==> config.mk <==
export PLATFORM = sky130hd
export DESIGN_NAME = cordic_exp_flat
export DESIGN_NICKNAME = d
export VERILOG_FILES = /design/src/rtl/cordic_exp_if.sv /design/src/rtl/cordic_exp.sv /design/src/flat_wrapper.sv
export SDC_FILE = /design/constraint.sdc
export NUM_CORES = 1
export LEC_CHECK = 0
export CAP_MARGIN = 20
export CORE_UTILIZATION = 35
export DETAILED_ROUTE_END_ITERATION = 8
export HOLD_SLACK_MARGIN = 0.03
export PLACE_DENSITY = 0.63
export SYNTH_ARGS = -nofsm -noshare
export SYNTH_HDL_FRONTEND = slang
export SYNTH_SLANG_ARGS = --single-unit
==> constraint.sdc <==
create_clock -name CLK -period 7.6 [get_ports CLK]
set_clock_uncertainty 0.1 [all_clocks]
set_input_delay 1.14 -clock CLK [delete_from_list [all_inputs] [get_ports CLK]]
set_output_delay 1.14 -clock CLK [all_outputs]
set_load 0.02 [all_outputs]
==> src/rtl/cordic_exp_if.sv <==
// Handshake bundle for cordic_exp: clock enable, start/operand in,
// busy/result/done out.
interface cordic_exp_if #(
   parameter int N = 12,
   parameter int M = 24
) ();
   logic         i_ce;
   logic         i_start;
   logic [N-1:0] i_val;
   logic         o_busy;
   logic [M-1:0] o_exp;
   logic         o_done;

   modport master (
      output i_ce, i_start, i_val,
      input  o_busy, o_exp, o_done
   );

   modport slave (
      input  i_ce, i_start, i_val,
      output o_busy, o_exp, o_done
   );
endinterface

==> src/rtl/cordic_exp.sv <==
// cordic_exp: iterative hyperbolic CORDIC computing e^x.
// Input signed Q4.8, output unsigned Q16.8, working format signed Q16.16.
// Flow: ln2 range reduction -> 18 rotation steps -> 2^q scale -> convert.
// Optional macro CORDIC_EXP_ROUND_EN: round-half-up on the Q16.8
// conversion instead of truncation (same latency).
module cordic_exp #(
   parameter int N          = 12,
   parameter int M          = 24,
   parameter int W          = 32,
   parameter int ITERATIONS = 18
) (
   input  logic         CLK,
   input  logic         RST,
   cordic_exp_if.slave  bus
);

   typedef enum logic [2:0] {
      S_IDLE,
      S_REDUCE,
      S_ROTATE,
      S_SCALE,
      S_FINISH
   } state_t;

   localparam logic signed [W-1:0] LN2      = W'(45426);
   localparam logic signed [W-1:0] INV_GAIN = W'(79134);
   localparam logic signed [W-1:0] ONE      = W'(65536);
   localparam logic [4:0]          LAST_IT  = 5'(ITERATIONS - 1);

   state_t                state_q, state_d;
   logic signed [W-1:0]   x_q, x_d;
   logic signed [W-1:0]   y_q, y_d;
   logic signed [W-1:0]   z_q, z_d;
   logic signed [W-1:0]   s_q, s_d;
   logic signed [4:0]     q_q, q_d;
   logic [4:0]            it_q, it_d;
   logic [M-1:0]          exp_q, exp_d;
   logic                  busy_q, busy_d;
   logic                  done_q, done_d;

   logic [4:0]            k;
   logic signed [W-1:0]   xs, ys, ang;
   logic signed [W-1:0]   sum;
   logic [4:0]            shamt;
   logic signed [W-1:0]   rnd;
   logic [W+M:0]          wide;

   // Shift index for iteration i: 1..4, 4, 5..13, 13, 14..16
   function automatic logic [4:0] shift_idx(input logic [4:0] i);
      if (i <= 5'd3)       return i + 5'd1;
      else if (i <= 5'd13) return (i == 5'd4) ? 5'd4 : i;
      else                 return i - 5'd1;
   endfunction

   // atanh(2^-k) in Q16.16
   function automatic logic signed [W-1:0] atanh_lut(input logic [4:0] kk);
      case (kk)
         5'd1:    return W'(35999);
         5'd2:    return W'(16739);
         5'd3:    return W'(8235);
         5'd4:    return W'(4101);
         5'd5:    return W'(2049);
         5'd6:    return W'(1024);
         5'd7:    return W'(512);
         5'd8:    return W'(256);
         5'd9:    return W'(128);
         5'd10:   return W'(64);
         5'd11:   return W'(32);
         5'd12:   return W'(16);
         5'd13:   return W'(8);
         5'd14:   return W'(4);
         5'd15:   return W'(2);
         5'd16:   return W'(1);
         default: return '0;
      endcase
   endfunction

   // Next-state and datapath for every FSM state
   always_comb begin
      state_d = state_q;
      x_d     = x_q;
      y_d     = y_q;
      z_d     = z_q;
      s_d     = s_q;
      q_d     = q_q;
      it_d    = it_q;
      exp_d   = exp_q;
      done_d  = 1'b0;

      k     = shift_idx(it_q);
      xs    = x_q >>> k;
      ys    = y_q >>> k;
      ang   = atanh_lut(k);
      sum   = x_q + y_q;
      shamt = q_q[4] ? 5'(-q_q) : 5'(q_q);
`ifdef CORDIC_EXP_ROUND_EN
      rnd   = s_q + W'(128);
`else
      rnd   = s_q;
`endif
      wide  = {{(M+1){1'b0}}, rnd};

      case (state_q)
         S_IDLE: begin
            if (bus.i_start) begin
               z_d = {{(W-N-8){bus.i_val[N-1]}}, bus.i_val, 8'b0};
               q_d = '0;
               if (bus.i_val == '0) begin
                  // Zero operand bypasses reduction/rotation: SCALE with
                  // x=1.0, y=0, q=0 yields exactly 1.0 one cycle later.
                  x_d     = ONE;
                  y_d     = '0;
                  state_d = S_SCALE;
               end else begin
                  state_d = S_REDUCE;
               end
            end
         end
         S_REDUCE: begin
            if (z_q >= LN2) begin
               z_d = z_q - LN2;
               q_d = q_q + 5'sd1;
            end else if (z_q[W-1]) begin
               z_d = z_q + LN2;
               q_d = q_q - 5'sd1;
            end else begin
               x_d     = INV_GAIN;
               y_d     = '0;
               it_d    = '0;
               state_d = S_ROTATE;
            end
         end
         S_ROTATE: begin
            if (z_q[W-1]) begin
               x_d = x_q - ys;
               y_d = y_q - xs;
               z_d = z_q + ang;
            end else begin
               x_d = x_q + ys;
               y_d = y_q + xs;
               z_d = z_q - ang;
            end
            it_d = it_q + 5'd1;
            if (it_q == LAST_IT) state_d = S_SCALE;
         end
         S_SCALE: begin
            s_d     = q_q[4] ? (sum >>> shamt) : (sum <<< shamt);
            state_d = S_FINISH;
         end
         S_FINISH: begin
            if (rnd[W-1])             exp_d = '0;
            else if (|wide[W+M:M+8])  exp_d = '1;
            else                      exp_d = wide[M+7:8];
            done_d  = 1'b1;
            state_d = S_IDLE;
         end
         default: state_d = S_IDLE;
      endcase

      busy_d = (state_d != S_IDLE);
   end

   // State and registered outputs; clock enable freezes everything
   always_ff @(posedge CLK or negedge RST) begin
      if (!RST) begin
         state_q <= S_IDLE;
         x_q     <= '0;
         y_q     <= '0;
         z_q     <= '0;
         s_q     <= '0;
         q_q     <= '0;
         it_q    <= '0;
         exp_q   <= '0;
         busy_q  <= 1'b0;
         done_q  <= 1'b0;
      end else if (bus.i_ce) begin
         state_q <= state_d;
         x_q     <= x_d;
         y_q     <= y_d;
         z_q     <= z_d;
         s_q     <= s_d;
         q_q     <= q_d;
         it_q    <= it_d;
         exp_q   <= exp_d;
         busy_q  <= busy_d;
         done_q  <= done_d;
      end
   end

   assign bus.o_busy = busy_q;
   assign bus.o_exp  = exp_q;
   assign bus.o_done = done_q;

endmodule
==> src/flat_wrapper.sv <==
// flat-port wrapper written by rule: the top's interface ports become plain ports
module cordic_exp_flat 
#(
   parameter int N          = 12,
   parameter int M          = 24,
   parameter int W          = 32,
   parameter int ITERATIONS = 18
)
  (CLK, RST, bus_i_ce, bus_i_start, bus_i_val, bus_o_busy, bus_o_exp, bus_o_done);
  cordic_exp_if #(.N(N), .M(M)) bus_i ();
  input  logic CLK;
  input  logic RST;
  input wire logic [$bits(bus_i.i_ce)-1:0] bus_i_ce;
  input wire logic [$bits(bus_i.i_start)-1:0] bus_i_start;
  input wire logic [$bits(bus_i.i_val)-1:0] bus_i_val;
  output wire logic [$bits(bus_i.o_busy)-1:0] bus_o_busy;
  output wire logic [$bits(bus_i.o_exp)-1:0] bus_o_exp;
  output wire logic [$bits(bus_i.o_done)-1:0] bus_o_done;
  assign bus_i.i_ce = bus_i_ce;
  assign bus_i.i_start = bus_i_start;
  assign bus_i.i_val = bus_i_val;
  assign bus_o_busy = bus_i.o_busy;
  assign bus_o_exp = bus_i.o_exp;
  assign bus_o_done = bus_i.o_done;
  cordic_exp #(.N(N), .M(M), .W(W), .ITERATIONS(ITERATIONS)) u_core (.CLK(CLK), .RST(RST), .bus(bus_i));
endmodule
**Yosys cells after proc, flatten, opt, wreduce, memory -nomap -nowiden**

Memories as Yosys holds them, arrays and structs flattened.
Index checks and enable logic that the tools add are counted.
Widths: inputs -> output; s select.

- Register bits: 167
- Bits in latches: 0
- Memory bits (writable): 0
- Memory bits (read-only): 512
- Logic and storage cells: 94
- Memories: 1

- Add/sub/neg operators: 14
- Multipliers: 0
- Div/mod/pow operators: 0
- $lt $le $gt $ge: 3
- Eq/ne operators: 11
- Shift-type cells: 4
- Mux-type cells: 37
- Bitwise operators: 0
- Reduce and logical (&&, ||, !) cells: 13

Memory list:

| memory | words | bits a word | read ports | clocked after memory_dff | wr ports | line | source |
|---|---|---|---|---|---|---|---|
| (name not given) | 32 | 16 | 1 | 0 | 0 | cordic_exp.sv:57 | `case (kk)` |

Operators with widths:

| operator | number |
|---|---|
| $mux 32 | 15 |
| $pmux 32 s3 | 3 |
| $add 32x32->32 | 4 |
| $sshr 32x5->32 | 3 |
| $sub 32x32->32 | 3 |
| $mux 5 | 9 |
| $add 32x17->32 const B | 1 |
| $ge 32x17->1 const B | 1 |
| $sshl 32x5->32 | 1 |
| $sub 32x17->32 const B | 1 |
| $mux 23 | 1 |
| $pmux 5 s2 | 2 |
| $logic_not 12->1 | 1 |
| $mux 3 | 4 |
| $pmux 3 s4 | 1 |
| $reduce_and 4->1 | 3 |
| $eq 3x2->1 const B | 2 |
| $ne 2x2->1 const B | 3 |
| $reduce_and 6->1 | 1 |
| $reduce_bool 3->1 | 2 |
| $add 5x1->5 const B | 1 |
| $add 5x2->5 const B | 1 |
| $eq 5x3->1 const B | 1 |
| $eq 5x5->1 const B | 1 |
| 15 further kinds | 17 |

**Logic depth before layout (Yosys ltp)**

- Word-level depth: 8
- Depth in mapped cells: 38
- Mapped depth without buffers: 33

**Worst setup path before layout**

Ideal clock, no wire load.

- Path type: reg2reg
- From: register u_core.it_q[0]
- To: register u_core.x_q[31]
- Data arrival time: 6.990 ns
- Data required time: 7.372 ns
- Slack: 0.382 ns
- Cell stages (with the launch flop): 31
- Buffers on the path: 2
- Clock period less this slack: 7.218 ns
- Cells stage by stage: dfrtp_1 buf_2 inv_1 ha_1 and2_1 a2111o_1 o21ai_2 buf_6 mux2_2 o22ai_1 o31ai_1 a221o_1 or4b_4 nor2_1 nor2_1 xor2_1 ha_1 o21a_1 o21a_1 o21ai_0 a31oi_1 o311ai_0 nand3_1 a221o_1 o311ai_0 nand3_1 o41ai_1 o21ai_0 xnor2_1 a21oi_1 o22ai_1

- Word-level cells in the longest chain between the ends: 8
- Elaborated cells on any way between the ends: 13
- Those cells by class: 4 x add/sub; 2 x order compare; 1 x eq/ne; 1 x shift; 5 x mux

RTL lines:

| what | line | source |
|---|---|---|
| start, declared | cordic_exp.sv:36 | `logic [4:0] it_q, it_d;` |
| start signal, assigned | cordic_exp.sv:183 | `it_q <= it_d;` |
| parallel branches: the longest is 3 deep, another holds $sub 5x1->5 | n/a |  |
| $mux 5 * | cordic_exp.sv:50 | `if (i <= 5'd3) return i + 5'd1;` |
| $sshr 32x5->32 * | cordic_exp.sv:92 | `ys = y_q >>> k;` |
| $add 32x32->32 / $sub 32x32->32 (equally long branches) | cordic_exp.sv:139, cordic_exp.sv:135 |  |
| $mux 32 * | cordic_exp.sv:134 | `if (z_q[W-1]) begin` |
| $pmux 32 s3 * | cordic_exp.sv:103 | `case (state_q)` |
| end signal, assigned | cordic_exp.sv:167 | `x_q <= '0;` |
| end signal, assigned | cordic_exp.sv:178 | `x_q <= x_d;` |
| end, declared | cordic_exp.sv:31 | `logic signed [W-1:0] x_q, x_d;` |

Every way passes the cells marked *.
A chain may end at the register's enable or synchronous reset.

**Worst setup path after layout**

- From: register u_core.it_q[0]
- To: register u_core.y_q[30]

- Word-level cells in the longest chain between the ends: 8
- Elaborated cells on any way between the ends: 13
- Those cells by class: 4 x add/sub; 2 x order compare; 1 x eq/ne; 1 x shift; 5 x mux

RTL lines:

| what | line | source |
|---|---|---|
| parallel branches: the longest is 3 deep, another holds $sub 5x1->5 | n/a |  |
| $mux 5 * | cordic_exp.sv:50 |  |
| $sshr 32x5->32 * | cordic_exp.sv:91 | `xs = x_q >>> k;` |
| $add 32x32->32 / $sub 32x32->32 (equally long branches) | cordic_exp.sv:140, cordic_exp.sv:136 |  |
| $mux 32 * | cordic_exp.sv:134 |  |
| $pmux 32 s3 * | cordic_exp.sv:103 |  |
| end signal, assigned | cordic_exp.sv:179 | `y_q <= y_d;` |
| end, declared | cordic_exp.sv:32 | `logic signed [W-1:0] y_q, y_d;` |

Marks and branches as above.

==> reports/qor.csv <==
stage,metric,value,unit
clocking,clkTransAtPathRegs,0.09,ns
global_route,grt_pass1_wl,149000,um
synth,syn_avg_cell_area,7.30,sq um
placed_design,dp.cells,4148,
synth,yosysWarnings,0,
clocking,cts_hold_buf,0,
routing,via_count,26400,
clocking,cts-htree-levels,4,
timing,fin_ws,0.288,ns
finish,syn2layout_area_growth,13.5,%
clocking,root_buffer,clkbuf_16,
timing,finalCritPeriodShare,96.2,%
clocking,cts_sinks,158,
synth,synth_common_cells,"328 x nand2_1, 300 x nor2_1, 264 x a21oi_1",
die,io_pins,42,
clocking,clk_latency,0.53,ns
placed_design,place_ws,-0.0788,ns
die,coreArea,0.0672,sq mm
finish,fin_nets,3466,
finish,num_antenna_cells,0,
timing,slew_viol_final,0,
global_route,grt_antenna_before_repair,4,
setup_path,critPathSlowestCell,dfrtp_2,
synth,ys_seq_area_share,16.6,%
clocking,cts_buffer_depth,2,
placed_design,placed_cell_area,0.0261,sq mm
placed_design,globalplace.congestion,1.06,
setup_path,crit_fanout,22,
timing,setup_tns,0,ns
routing,via_per_inst,6.29,
die,die_h,263,um
synth,synth.area.top_cells,"dfrtp_1 17%, ha_1 7.3%, a21oi_1 5.6%",
timing,max-slew-margin-rel,24.7,%
die,start_util,35.4,%
die,num_rows,95,
timing,hold_violations,0,
placed_design,dp_hpwl,75300,um
synth,synth-seq-cells,158,
timing,fmax,137,MHz
timing,worstMarginPinSlew,1.12,ns
global_route,first_global_vias,24400,
global_route,grt_max_degree,73,
setup_path,endpoint_kind,flip-flop,
synth,syn_inst,3252,
setup_path,worst_ep_arrival_time,7.63,ns
status,status,"finished, final reports clean",
routing,drt_iter0_drc,3102,
setup_path,path_class,reg2reg,
die,die-area,0.0689,sq mm
job,maxCapViolCount,0,
timing,finalSetupViolCount,0,
setup_path,critical_path_required,7.91,ns
synth,synthFlopType,dfrtp_1,
timing,layout_min_cycle_time,7.31,ns
synth,synthArstFlopShare,100,%
synth,yosysMostFrequentCell,nand2_1,
placed_design,portBuffers,40,
global_route,grt.overflow.total,0,
synth,syn_nets,3411,
global_route,grt_usage,27.8,%
setup_path,slowest_delay,0.45,ns
finish,stdcell_area,0.0270,sq mm
routing,routedWlPerCell,23.5,um
synth,syn_area,0.0238,sq mm
synth,synth_top_area_share,16.6,%
worst_hold_path,hold_path_class,reg2reg,
finish,fillers,6918,
routing,ant_nets,0,
clocking,cts_tree,yes,
routing,drc,0,
synth,synth_edf_count,0,
setup_path,timing.reg2reg.setup_slack,0.29,ns
finish,finalNonFillerCells,4193,
routing,firstDrtPassIters,6,
setup_path,start_kind,flip-flop,
synth,yosys.area.top_type,dfrtp_1,
die,die_w,263,um
clocking,numCtsBuffers,17,
synth,ys_types,108,
routing,drt-total-wl,98400,um
finish,drive_above_1_share,12.0,%
==> cells in the final DEF (no fill, tap or decap), types with 34 or more instances in the layout <==
cell               n
inv_1             79
xor2_1            92
a211oi_1          65
xnor2_1           93
mux2i_1           83
o22ai_1           36
o211ai_1          75
buf_4            211
nand2b_1          55
o31ai_1           40
nand2_1          327
o21ai_0          256
a21o_1            83
and2_1            37
nand3_1           85
nor2_1           296
a31oi_1           54
a21oi_1          262
nor3_1            75
dfrtp_1          155
and3_1            34
ha_1             138
clkdlybuf4s50_1   39
==> kinds of logic after synthesis <==
| logic type | count (synthesis) | share of synthesized area (%) |
|---|---|---|
| other | 1 | 0.0158 |
| AO/OA/AOI/OAI | 1256 | 35.9 |
| AND/OR/NAND/NOR | 1074 | 21.4 |
| XOR/XNOR | 189 | 6.97 |
| adder cells (fa/ha/maj) | 143 | 7.69 |
| buffers and inverters | 311 | 5.74 |
| multiplexers | 120 | 5.56 |
| flip-flops | 158 | 16.6 |
==> registers in the layout, summed over array words and instances (netlist names), 3 cells and up <==
name and count:
u_core.bus.o_exp 23, u_core.it_q 5, u_core.rnd 24, u_core.q_q 5, u_core.z_q 32, u_core.x_q 32
u_core.state_q 3, u_core.y_q 32
==> what timing repair did <==
item / 4_1_cts / 5_1_grt
resized for setup: 3 / 30
pin swaps: 1 / 7
endpoints found under the setup margin: 1 / 9
buffers inserted: 3 / 7
gates cloned: 0 / 1
==> per-layer routing <==
layer	vias to the layer above	share of wire, %	GRT usage, %
met5	-	0.043	0
met4	6	4.1	11.7
met2	1193	45	43.7
met3	238	8.0	5.30
li1	12400	-	-
met1	12600	43	37.1
==> final timing paths <==
check,from,endpoint,depth (start not counted)
max in group asynchronous,RST,u_core.y_q[29],2
hold / removal,u_core.bus.o_exp[11],u_core.bus.o_exp[11],2
setup reg to reg,u_core.it_q[0],u_core.y_q[30],33
hold reg to reg,u_core.bus.o_exp[11],u_core.bus.o_exp[11],2
min in group asynchronous,RST,u_core.bus.o_exp[5],1
setup / recovery,u_core.it_q[0],u_core.y_q[30],33
==> critical path, delay by kind of cell (launching register included) <==
kind / cells / cell delay, ns
buf+inv: 5 / 0.74
simple gates: 6 / 0.98
fa+ha+maj: 3 / 0.73
flops: 1 / 0.45
mux: 3 / 0.67
compound gates: 14 / 3.25
xor+xnor: 2 / 0.27
==> cell type report <==
class	count	area, sq um	area share, %
Multi-Input combinational cell	2783	18700	69.4
Clock inverter	15	204	0.756
Clock buffer	17	425	1.58
Inverter	80	300	1.11
Tap cell	873	1090	4.05
Sequential cell	158	3960	14.7
Timing Repair Buffer	267	2270	8.42
==> metrics by stage <==
step	utilization (%)	hold WS, ns
2_1_floorplan	-	0.351
3_3_place_gp	38.8	0.361
3_5_place_dp	38.8	0.369
4_1_cts	39.8	0.388
5_1_grt	40.2	0.417
6_report	40.2	0.378
Power is left out: the tool's default activity adds up to more than one toggle a clock period on the data nets, which glitch-free logic cannot reach.
